### src/rtl/rr_select_encoder.sv
// Registered select encoder with fixed or round-robin priority.
// One grant per accepted cycle; idx equals WIDTH when nothing is granted.
module rr_select_encoder #(
  parameter int WIDTH   = 16,
  parameter int IDX_W   = 5,
  parameter int RR_MODE = 1
) (
  input  logic                       clk,
  input  logic                       rst,
  input  logic [WIDTH-1:0]           select,
  input  logic                       out_ready,
  output logic                       out_valid,
  output logic [IDX_W-1:0]           idx,
  output logic [$clog2(WIDTH)-1:0]   ptr
);

  localparam int PW = $clog2(WIDTH);
  localparam logic [IDX_W-1:0] NONE = IDX_W'(WIDTH);
  localparam logic [IDX_W-1:0] LAST = IDX_W'(WIDTH - 1);

  if (IDX_W != PW + 1) begin : g_bad_idx_w
    $error("rr_select_encoder: IDX_W must be clog2(WIDTH)+1");
  end

  logic                 accept;
  logic                 open;
  logic [PW-1:0]        ptr_inc;
  logic [PW-1:0]        ptr_nxt;
  logic [2*WIDTH-1:0]   dbl;
  logic [WIDTH-1:0]     rot;
  logic                 hit;
  logic [IDX_W-1:0]     grant;
  int                   pos;

  assign accept = out_valid & out_ready;
  assign open   = ~out_valid | out_ready;

  // Wrap at WIDTH, not at the next power of two.
  always_comb begin
    ptr_inc = '0;
    if (idx != LAST) begin
      ptr_inc = PW'(idx + IDX_W'(1));
    end
  end

  always_comb begin
    ptr_nxt = ptr;
    if ((RR_MODE != 0) && accept) begin
      ptr_nxt = ptr_inc;
    end
  end

  // Rotate so the priority line sits at bit 0, then take the lowest set bit.
  assign dbl = {select, select} >> ptr_nxt;
  assign rot = dbl[WIDTH-1:0];

  always_comb begin
    hit   = 1'b0;
    grant = NONE;
    pos   = 0;
    for (int k = 0; k < WIDTH; k++) begin
      if (!hit && rot[k]) begin
        hit = 1'b1;
        pos = int'(ptr_nxt) + k;
        if (pos >= WIDTH) begin
          pos = pos - WIDTH;
        end
        grant = IDX_W'(pos);
      end
    end
  end

  always_ff @(posedge clk) begin
    if (rst) begin
      out_valid <= 1'b0;
      idx       <= NONE;
      ptr       <= '0;
    end else if (open) begin
      out_valid <= hit;
      idx       <= grant;
      ptr       <= ptr_nxt;
    end
  end

endmodule

### config.mk
export PLATFORM = sky130hd
export DESIGN_NAME = rr_select_encoder
export DESIGN_NICKNAME = d
export VERILOG_FILES = /design/src/rtl/rr_select_encoder.sv
export SDC_FILE = /design/constraint.sdc
export NUM_CORES = 1
export LEC_CHECK = 0
export ABC_AREA = 1
export CORE_MARGIN = 2
export CORE_UTILIZATION = 50
export DETAILED_ROUTE_END_ITERATION = 6
export PLACE_DENSITY = 0.81
export SETUP_SLACK_MARGIN = 0.5
export SKIP_CTS_REPAIR_TIMING = 1
export SLEW_MARGIN = 20
export SYNTH_ARGS = -nofsm -noshare
export SYNTH_HDL_FRONTEND = slang
export SYNTH_SLANG_ARGS = --single-unit
### constraint.sdc
create_clock -name clk -period 8.5 [get_ports clk]
set_clock_uncertainty 0.2 [all_clocks]
set_input_delay 2.125 -clock clk [delete_from_list [all_inputs] [get_ports clk]]
set_output_delay 2.125 -clock clk [all_outputs]
set_load 0.01 [all_outputs]
==> out/metrics.yaml <==
ys_seq_area_frac: 0.0776
maxCapViolCount: 0
globalplace.congestion: 0.936
yosysTopAreaCell: "nand3_1"
drtIter0Drc: 181
layout_min_cycle_time_ns: 5.89
power.density_nw_per_um2: 158
antenna_left: 0
cp_common_cell: "nor2_1"
synth-edff-count: 0
startpoint_type: "input pin"
outcome: "completed"
final.setup.tns_ns: 0
ir_drop_uv: 88.8
antenna_cells: 0
cellLeakagePower_nw: 1.39
cts-root-buf: "clkbuf_8"
clk_pin_slew_ns: 0.05
dp_hpwl_mm: 5.40
synth_nets: 444
finalHoldViolCount: 0
yosysWarnings: 0
grt_pass1_wl_mm: 11.3
required_ns: 8.43
grt_max_degree: 30
ys_async_sr_fraction: 0
drt_wl_total_mm: 6.87
final_cell_mix: "nand3_1, nand2_1, nor2_1, inv_1, clkdlybuf4s50_1"
rsz0062_at_grt: "no"
die-area_um2: 5750
die_h_um: 75.9
core_um2: 5040
wire_per_inst_um: 13.7
htreeDepth: 1
fmax_mhz: 170
cts_tree: "built"
synth_area_leaders: "nand3_1, nand2_1, nand3_2"
max_stage_delay_ns: 0.60
num_vias: 2722
synth-main-ff-cell: "dfxtp_1"
hold_class: "flip-flop to flip-flop"
maxSlewHeadroom: 0.464
routed_via_density: 5.41
area_growth_pct: 11.5
synth_cells: 416
nets: 462
crit_fanout: 26
final_common_cell: "nand3_1"
drc_errors: 0
drv_slew: 0
overflow: 0
grt_usage: 0.250
ioPinCount: 29
port_buffers: 28
tightestPinTransition_ns: 0.801
setup_viol: 0
yosysTopAreaCellShare: 0.196
cts_made_buffers: 3
cts.sinks: 10
syn_avg_cell_area_um2: 6.20
synth_cell_types: 34
path_cells: "clkdlybuf4s50_1 > nand2_4 > inv_6 > o21ai_4 > inv_1 > nand2_2 > nand2_2 > o21ai_0 > nor2_1 > nand3_1 > nand2_1 > nor2_1 > nand3_1 > nor2_1 > nand3_1 > nor2_1 > nand3_1 > nor2_1 > nand3_1 > nor2_1 > nor2_1"
antenna_found_initial: 0
rows: 26
worstSkewPairLatency_ns: 0.24
grt_pass1_vias: 2507
fin_util: 0.571
end_kind: "flip-flop"
drt-pass1-iter-count: 4
min_period_over_period: 0.693
clockBufferDepth: 2
cp.arrival_ns: 5.82
crit_type: "input pin to flip-flop"
start_util: 0.512
syn_area_um2: 2580
dieWidth_um: 75.9
critPathSlowestCell: "o21ai_4"
ys_seq_elements: 10
drive_gt1_frac: 0.171
-- flip-flops by register name, summed over array words and instances (netlist names) --
register	flops
out_valid	1
idx	5
ptr	4
-- cell families (layout without fill, tap and decap cells) --
kind of cell             after synthesis  count (layout)  share of synthesized area
AND/OR/NAND/NOR                      313             313                      0.681
buffers and inverters                 52              69                      0.106
AO/OA/AOI/OAI                         22              22                     0.0582
XOR/XNOR                              10              10                     0.0339
flip-flops                            10              10                     0.0776
adder cells (fa/ha/maj)                9               9                     0.0436
-- worst paths after layout --
| check | slack, ns | cells after the start | start | to |
|---|---|---|---|---|
| setup / recovery | 2.61 | 21 | out_ready | idx[3] |
| hold / removal | 0.35 | 2 | idx[4] | idx[4] |
| setup reg to reg | 4.53 | 23 | idx[0] | idx[3] |
| hold reg to reg | 0.35 | 2 | idx[4] | idx[4] |
-- worst max-delay path, delay by kind of cell --
| kind | cells | cell delay [ns] |
|---|---|---|
| AO/OA/AOI/OAI | 2 | 1.05 |
| buffers and inverters | 3 | 1.10 |
| AND/OR/NAND/NOR | 16 | 1.54 |
-- cell type report --
type	count	area, µm²
Fill cell	490	2160
Multi-Input combinational cell	354	2110
Timing Repair Buffer	29	288
Sequential cell	10	200
Inverter	36	140
Tap cell	70	87.6
Clock buffer	4	55.1
-- per-stage QoR --
stage / hold WS, ns / power [mW] / worst slack [ns] / cell area, µm² / std cells
after global routing: 0.379 / 0.496 / 2.10 / 2880 / 503
after global placement: 0.339 / 0.386 / 2.48 / 2820 / 499
final: 0.354 / 0.455 / 2.61 / 2880 / 503
after floorplan: 0.346 / 0.324 / 3.91 / 2580 / 416
after CTS: 0.358 / 0.452 / 2.62 / 2880 / 503
after detailed placement: 0.342 / 0.390 / 2.38 / 2820 / 499
-- Yosys cell counts (5+ instances only) --
master and count:
nand2_2 15, a21oi_1 5, dfxtp_1 10, nand2_1 87, nand3_2 22, o21ai_0 10, inv_1 31, ha_1 9
nand4_1 12, xor2_1 6, nand3_1 101, nand2_4 12, buf_2 6, nor2_1 46
-- routing by layer --
metal	global-route usage	routed length, µm	part of all wire
met1	0.329	3160	0.46
met2	0.454	3330	0.49
met3	0.00661	319	0.046
met4	0.0487	59	0.0086
met5	0	0	0
-- where the power goes --
group	switching (mW)	total, mW	internal [mW]
Clock	0.0202	0.0610	0.0408
Combinational	0.227	0.335	0.109
Sequential	0.00670	0.0590	0.0523
Total	0.254	0.455	0.202
Power figures use the tool's default switching activity.
